`config.mk`:
```
export PLATFORM = sky130hd
export DESIGN_NAME = obi_dram_bridge
export DESIGN_NICKNAME = d
export VERILOG_FILES = /design/src/rtl/obi_dram_bridge.sv
export SDC_FILE = /design/constraint.sdc
export NUM_CORES = 1
export LEC_CHECK = 0
export CORE_UTILIZATION = 41
export DETAILED_ROUTE_END_ITERATION = 6
export GPL_ROUTABILITY_DRIVEN = 0
export MAX_ROUTING_LAYER = met4
export PLACE_DENSITY_LB_ADDON = 0.25
export SYNTH_ARGS = -nofsm -noshare
export SYNTH_HDL_FRONTEND = slang
export SYNTH_SLANG_ARGS = --single-unit
```
`constraint.sdc`:
```
create_clock -name clk_i -period 2.7 [get_ports clk_i]
set_input_delay 0.54 -clock clk_i [delete_from_list [all_inputs] [get_ports clk_i]]
set_output_delay 0.54 -clock clk_i [all_outputs]
set_load 0.01 [all_outputs]
```
`src/rtl/obi_dram_bridge.sv`:
```
// obi_dram_bridge: connects the x_heep ext_core_data OBI master to the FPGA DRAM
// controller command/response channels. It decodes the DRAM window and holds one
// registered command. It allows at most MAX_OUTSTANDING granted, unanswered requests
// and returns responses in grant order. Accesses outside the window are answered
// locally with an error.
// Optional watchdog: define OBI_DRAM_BRIDGE_TIMEOUT_EN to enable it.
// Handshakes: a DRAM command transfers on a cycle with dram_cmd_valid_o && dram_cmd_ready_i;
// once valid is raised, the command fields hold until that transfer. DRAM responses have no
// backpressure. An OBI request transfers on a cycle with obi_req_i && obi_gnt_o.
module obi_dram_bridge #(
  parameter logic [31:0] BASE_ADDR       = 32'h4000_0000,
  parameter logic [31:0] WINDOW_SIZE     = 32'h1000_0000,
  parameter int unsigned MAX_OUTSTANDING = 4
`ifdef OBI_DRAM_BRIDGE_TIMEOUT_EN
  ,
  parameter int unsigned TIMEOUT_CYCLES  = 1024
`endif
) (
  input  logic        clk_i,
  input  logic        rst_ni,
  input  logic        obi_req_i,
  input  logic [31:0] obi_addr_i,
  input  logic        obi_we_i,
  input  logic [3:0]  obi_be_i,
  input  logic [31:0] obi_wdata_i,
  output logic        obi_gnt_o,
  output logic        obi_rvalid_o,
  output logic [31:0] obi_rdata_o,
  output logic        obi_err_o,
  output logic        dram_cmd_valid_o,
  input  logic        dram_cmd_ready_i,
  output logic [31:0] dram_cmd_addr_o,
  output logic        dram_cmd_we_o,
  output logic [3:0]  dram_cmd_be_o,
  output logic [31:0] dram_cmd_wdata_o,
  input  logic        dram_rsp_valid_i,
  input  logic [31:0] dram_rsp_rdata_i,
  input  logic        dram_rsp_error_i,
  output logic        busy_o,
  output logic        timeout_o
);

  localparam int unsigned   PW          = (MAX_OUTSTANDING > 1) ? $clog2(MAX_OUTSTANDING) : 1;
  localparam int unsigned   CW          = $clog2(MAX_OUTSTANDING + 1);
  localparam logic [CW-1:0] LP_MAX      = CW'(MAX_OUTSTANDING);
  localparam logic [PW-1:0] LP_LAST     = PW'(MAX_OUTSTANDING - 1);
  localparam logic [31:0]   LP_ERR_DATA = 32'hDEAD_BEEF;

  // Order FIFO: one bit per granted request, 1 = answered locally with an error.
  logic [MAX_OUTSTANDING-1:0] r_fifo;
  logic [PW-1:0]              r_rd_ptr;
  logic [PW-1:0]              r_wr_ptr;
  logic [CW-1:0]              r_count;

  logic        r_cmd_valid;
  logic [31:0] r_cmd_addr;
  logic        r_cmd_we;
  logic [3:0]  r_cmd_be;
  logic [31:0] r_cmd_wdata;

  logic        r_rvalid;
  logic [31:0] r_rdata;
  logic        r_err;

  logic [31:0] w_offset;
  logic        w_in_win;
  logic        w_cmd_free;
  logic        w_gnt;
  logic        w_head_local;
  logic        w_head_dram;
  logic        w_rsp_take;
  logic        w_timeout_fire;
  logic        w_retire;
  logic [31:0] w_rsp_rdata;
  logic        w_rsp_err;

  // Window decode as an unsigned offset compare; this avoids overflow of BASE+SIZE.
  assign w_offset   = obi_addr_i - BASE_ADDR;
  assign w_in_win   = (w_offset < WINDOW_SIZE);
  assign w_cmd_free = !r_cmd_valid || dram_cmd_ready_i;
  assign w_gnt      = rst_ni && obi_req_i && (r_count < LP_MAX) && (!w_in_win || w_cmd_free);

  assign w_head_local = (r_count != '0) && r_fifo[r_rd_ptr];
  assign w_head_dram  = (r_count != '0) && !r_fifo[r_rd_ptr];

`ifdef OBI_DRAM_BRIDGE_TIMEOUT_EN
  localparam logic [31:0] LP_TO_LAST = 32'(TIMEOUT_CYCLES - 1);
  logic [31:0] r_wd;
  logic [7:0]  r_drop;
  logic        r_timeout;
  logic        w_rsp_discard;

  // Responses that belong to timed-out entries are discarded first.
  assign w_rsp_discard  = dram_rsp_valid_i && (r_drop != '0);
  assign w_rsp_take     = dram_rsp_valid_i && (r_drop == '0) && w_head_dram;
  assign w_timeout_fire = w_head_dram && !w_rsp_take && (r_wd == LP_TO_LAST);
  assign timeout_o      = r_timeout;

  // Watchdog: counts cycles the DRAM head waits, flags a timeout and tracks late responses.
  always_ff @(posedge clk_i or negedge rst_ni) begin
    if (!rst_ni) begin
      r_wd      <= '0;
      r_drop    <= '0;
      r_timeout <= 1'b0;
    end else begin
      if (w_retire || !w_head_dram) r_wd <= '0;
      else                          r_wd <= r_wd + 32'd1;
      if (w_timeout_fire) r_timeout <= 1'b1;
      if (w_timeout_fire && !w_rsp_discard)      r_drop <= r_drop + 8'd1;
      else if (!w_timeout_fire && w_rsp_discard) r_drop <= r_drop - 8'd1;
    end
  end
`else
  // A response arriving with no DRAM entry at the head is simply ignored.
  assign w_rsp_take     = dram_rsp_valid_i && w_head_dram;
  assign w_timeout_fire = 1'b0;
  assign timeout_o      = 1'b0;
`endif

  assign w_retire    = w_head_local || w_rsp_take || w_timeout_fire;
  assign w_rsp_rdata = w_rsp_take ? dram_rsp_rdata_i : LP_ERR_DATA;
  assign w_rsp_err   = w_rsp_take ? dram_rsp_error_i : 1'b1;

  // Order FIFO and outstanding count: push on grant, pop on retire.
  always_ff @(posedge clk_i or negedge rst_ni) begin
    if (!rst_ni) begin
      r_fifo   <= '0;
      r_rd_ptr <= '0;
      r_wr_ptr <= '0;
      r_count  <= '0;
    end else begin
      if (w_gnt) begin
        r_fifo[r_wr_ptr] <= !w_in_win;
        r_wr_ptr         <= (r_wr_ptr == LP_LAST) ? '0 : r_wr_ptr + PW'(1);
      end
      if (w_retire) r_rd_ptr <= (r_rd_ptr == LP_LAST) ? '0 : r_rd_ptr + PW'(1);
      if (w_gnt && !w_retire)      r_count <= r_count + CW'(1);
      else if (!w_gnt && w_retire) r_count <= r_count - CW'(1);
    end
  end

  // Command register: loads on an in-window grant and holds until DRAM accepts it.
  always_ff @(posedge clk_i or negedge rst_ni) begin
    if (!rst_ni) begin
      r_cmd_valid <= 1'b0;
      r_cmd_addr  <= '0;
      r_cmd_we    <= 1'b0;
      r_cmd_be    <= '0;
      r_cmd_wdata <= '0;
    end else if (w_gnt && w_in_win) begin
      r_cmd_valid <= 1'b1;
      r_cmd_addr  <= w_offset;
      r_cmd_we    <= obi_we_i;
      r_cmd_be    <= obi_be_i;
      r_cmd_wdata <= obi_wdata_i;
    end else if (r_cmd_valid && dram_cmd_ready_i) begin
      r_cmd_valid <= 1'b0;
    end
  end

  // Response register: a single-cycle rvalid pulse per retired entry.
  always_ff @(posedge clk_i or negedge rst_ni) begin
    if (!rst_ni) begin
      r_rvalid <= 1'b0;
      r_rdata  <= '0;
      r_err    <= 1'b0;
    end else begin
      r_rvalid <= w_retire;
      r_rdata  <= w_retire ? w_rsp_rdata : '0;
      r_err    <= w_retire && w_rsp_err;
    end
  end

  assign obi_gnt_o        = w_gnt;
  assign obi_rvalid_o     = r_rvalid;
  assign obi_rdata_o      = r_rdata;
  assign obi_err_o        = r_err;
  assign dram_cmd_valid_o = r_cmd_valid;
  assign dram_cmd_addr_o  = r_cmd_addr;
  assign dram_cmd_we_o    = r_cmd_we;
  assign dram_cmd_be_o    = r_cmd_be;
  assign dram_cmd_wdata_o = r_cmd_wdata;
  assign busy_o           = (r_count != '0) || r_cmd_valid;

endmodule

```
==> impl_metrics.env <==
export IMPL_synth_seq_cells=115
export IMPL_hold_violations=0
export IMPL_final_cell_area_um2=7440
export IMPL_synth_top_cell_area_share=0.638
export IMPL_outcome="finished, final reports clean"
export IMPL_cts_max_path_buffers=2
export IMPL_fp_dieH_um=107
export IMPL_syn_inst=320
export IMPL_leakagePower_nw=3.29
export IMPL_power_density_nw_per_um2=1030
export IMPL_syn_area_per_cell_um2=14.1
export IMPL_cts_buffers=17
export IMPL_max_stage_delay_ns=0.49
export IMPL_crit_family="buffers and inverters"
export IMPL_clock_latency_ns=0.51
export IMPL_drt_iter0_drc=113
export IMPL_num_nets_final=665
export IMPL_grt_pass1_vias=3545
export IMPL_startpoint="r_count[1]"
export IMPL_area_growth_synth_to_final_pct=65.1
export IMPL_grt_usage=0.211
export IMPL_synth_edf_count=0
export IMPL_cp_depth=4
export IMPL_setup_viol=0
export IMPL_drv_slew=0
export IMPL_fin_tns_setup_ns=0
export IMPL_ys_top_cells_by_count="dfrtp_1 (115), mux2_2 (71), a21oi_1 (26), nand2_1 (26), o21ai_0 (10)"
export IMPL_synth_flop_cell="dfrtp_1"
export IMPL_cap_violations=0
export IMPL_critical_path_class="reg2out"
export IMPL_final_layout_size_suffix_gt1_frac=0.221
export IMPL_finClkSkew_ns=0.00958
export IMPL_finalWorstSetupSlack_ns=0.105
export IMPL_cp_arrival_ns=2.06
export IMPL_cts_sinks=115
export IMPL_required_ns=2.16
export IMPL_yosysTopAreaCell="dfrtp_1"
export IMPL_synth_area_um2=4510
export IMPL_grt_pass1_wl_mm=17.7
export IMPL_dieArea_um2=11400
export IMPL_cts_tree="done"
export IMPL_post_place_ws_ns=-0.0633
export IMPL_synth_async_reset_ratio=1.00
export IMPL_synth_nets=435
export IMPL_drcViolationCount=0
export IMPL_fmax_mhz=385
export IMPL_grt_start_max_net_pins=67
export IMPL_path_buf_inv=2
export IMPL_dp_cells=666
export IMPL_wl_per_cell_um=16.1
export IMPL_yosysMostFrequentCell="dfrtp_1"
export IMPL_path_cells="nor3_4 > buf_6 > nand2b_1 > clkdlybuf4s50_1"
export IMPL_worst_r2r_cell_count=9
export IMPL_peakVddDrop_v=0.000523
export IMPL_totalWireLength_mm=11.2
export IMPL_finalPower_mw=7.63
export IMPL_vias=3327
export IMPL_post_route_period_util=0.961
export IMPL_h_tree_depth=4
export IMPL_worstMarginPinSlew_ns=0.808
export IMPL_port_buffers=212
export IMPL_cts_root_buf="clkbuf_8"
export IMPL_whs_ns=0.170
export IMPL_grt_antenna_before_repair=0
export IMPL_slew_headroom=0.461
export IMPL_viasPerCell=4.77
export IMPL_synth_area_leaders="dfrtp_1 (64%), mux2_2 (18%), a21oi_1 (2.9%)"
export IMPL_rr_startpoint="r_rd_ptr[1]"
export IMPL_yosys_warnings=0
export IMPL_clk_pin_slew_worst_paths_ns=0.06
export IMPL_antenna_left=0
export IMPL_critical_path_slowest_cell="clkdlybuf4s50_1"
export IMPL_cp_start_kind="register"
export IMPL_die_x_um=107
export IMPL_overflow=0
export IMPL_dpl_hpwl_mm=8.08
export IMPL_worst_setup_path_end_kind="output pin"
export IMPL_ios=214
export IMPL_first_pass_iters=4
export IMPL_core_um2=10500
export IMPL_min_path_type="in2async"
export IMPL_diodes=0
export IMPL_initial_utilization=0.429
export IMPL_fin_util=0.708
export IMPL_place_area_um2=6840
export IMPL_rows=37
export IMPL_fin_crit_ns=2.60
export IMPL_seq_area_frac_synth=0.638
export IMPL_instances_no_fill=697
export IMPL_synth_cell_types=32
export IMPL_critPathMaxFanout=15
## path summary, 6_finish.rpt
path / slack, ns / end
min in group clk_i: 0.50 / dram_cmd_addr_o[29]
worst min register to register: 0.50 / dram_cmd_addr_o[29]
max in group asynchronous: 1.94 / dram_cmd_wdata_o[6]
worst min-delay path: 0.17 / r_wr_ptr[0]
worst max register to register: 0.32 / r_count[2]
worst max-delay path: 0.10 / busy_o
## repair_timing
| item | 4_1_cts | 5_1_grt |
|---|---|---|
| gates cloned | 0 | 1 |
| buffers inserted | 0 | 0 |
| endpoints found under the setup margin | 2 | 1 |
| gates resized for setup | 2 | 1 |
| hold buffers | 0 | 0 |
## flip-flops by register name, indices dropped and copies added, names as in the netlist, 2 cells and up
signal            cells
dram_cmd_addr_o      32
dram_cmd_be_o         4
dram_cmd_wdata_o     32
obi_rdata_o          32
r_count               3
r_fifo                4
r_rd_ptr              2
r_wr_ptr              2
## where the power goes
group	switching [mW]	leakage [nW]	internal, mW
sequential	0.325	1.47	2.35
combinational	1.11	1.54	1.62
clock	0.747	0.279	1.48
total	2.19	3.29	5.45
## logic make-up (layout without fill, tap and decap cells)
logic type,Yosys count,count (layout),share of synthesized area
DFF,115,115,0.638
muxes,74,74,0.187
and+or+nand+nor,58,58,0.0755
AOI/OAI and AO/OA,39,39,0.0452
buffers and inverters,22,263,0.0236
adders and majority gates,8,8,0.0239
xor gates and xnor gates,3,3,0.00583
other,1,1,0.000832
## cell usage in the layout (no fill, tap or decap), types with 2 or more instances in the layout
master,instances
a21oi_1,26
nor2_1,2
or2_2,2
clkinvlp_4,3
clkdlybuf4s50_1,210
inv_1,5
bufinv_16,4
nor3b_4,2
ha_1,7
buf_4,14
nand4b_1,4
dfrtp_1,115
o21ai_0,10
xor2_1,2
nand2_1,26
nor2b_1,4
and2_1,8
clkbuf_1,2
clkinv_2,4
mux2_2,71
clkbuf_16,16
nand2b_1,5
## area by class of cell
class | count | area [um^2]
Sequential cell | 115 | 2880
Clock inverter | 11 | 163
Tap cell | 136 | 170
Multi-Input combinational cell | 183 | 1540
Fill cell | 730 | 3070
Inverter | 5 | 18.8
Clock buffer | 19 | 422
Timing Repair Buffer | 228 | 2250
## layer usage
layer  vias to the layer above  share of wire  track usage
li1                       1562              -            -
met3                        19          0.064       0.0553
met4                         0          0.019       0.0841
met5                         -              0            -
met2                       145           0.51        0.351
met1                      1601           0.40        0.245
Note: power is estimated with default switching activity, not from simulation.
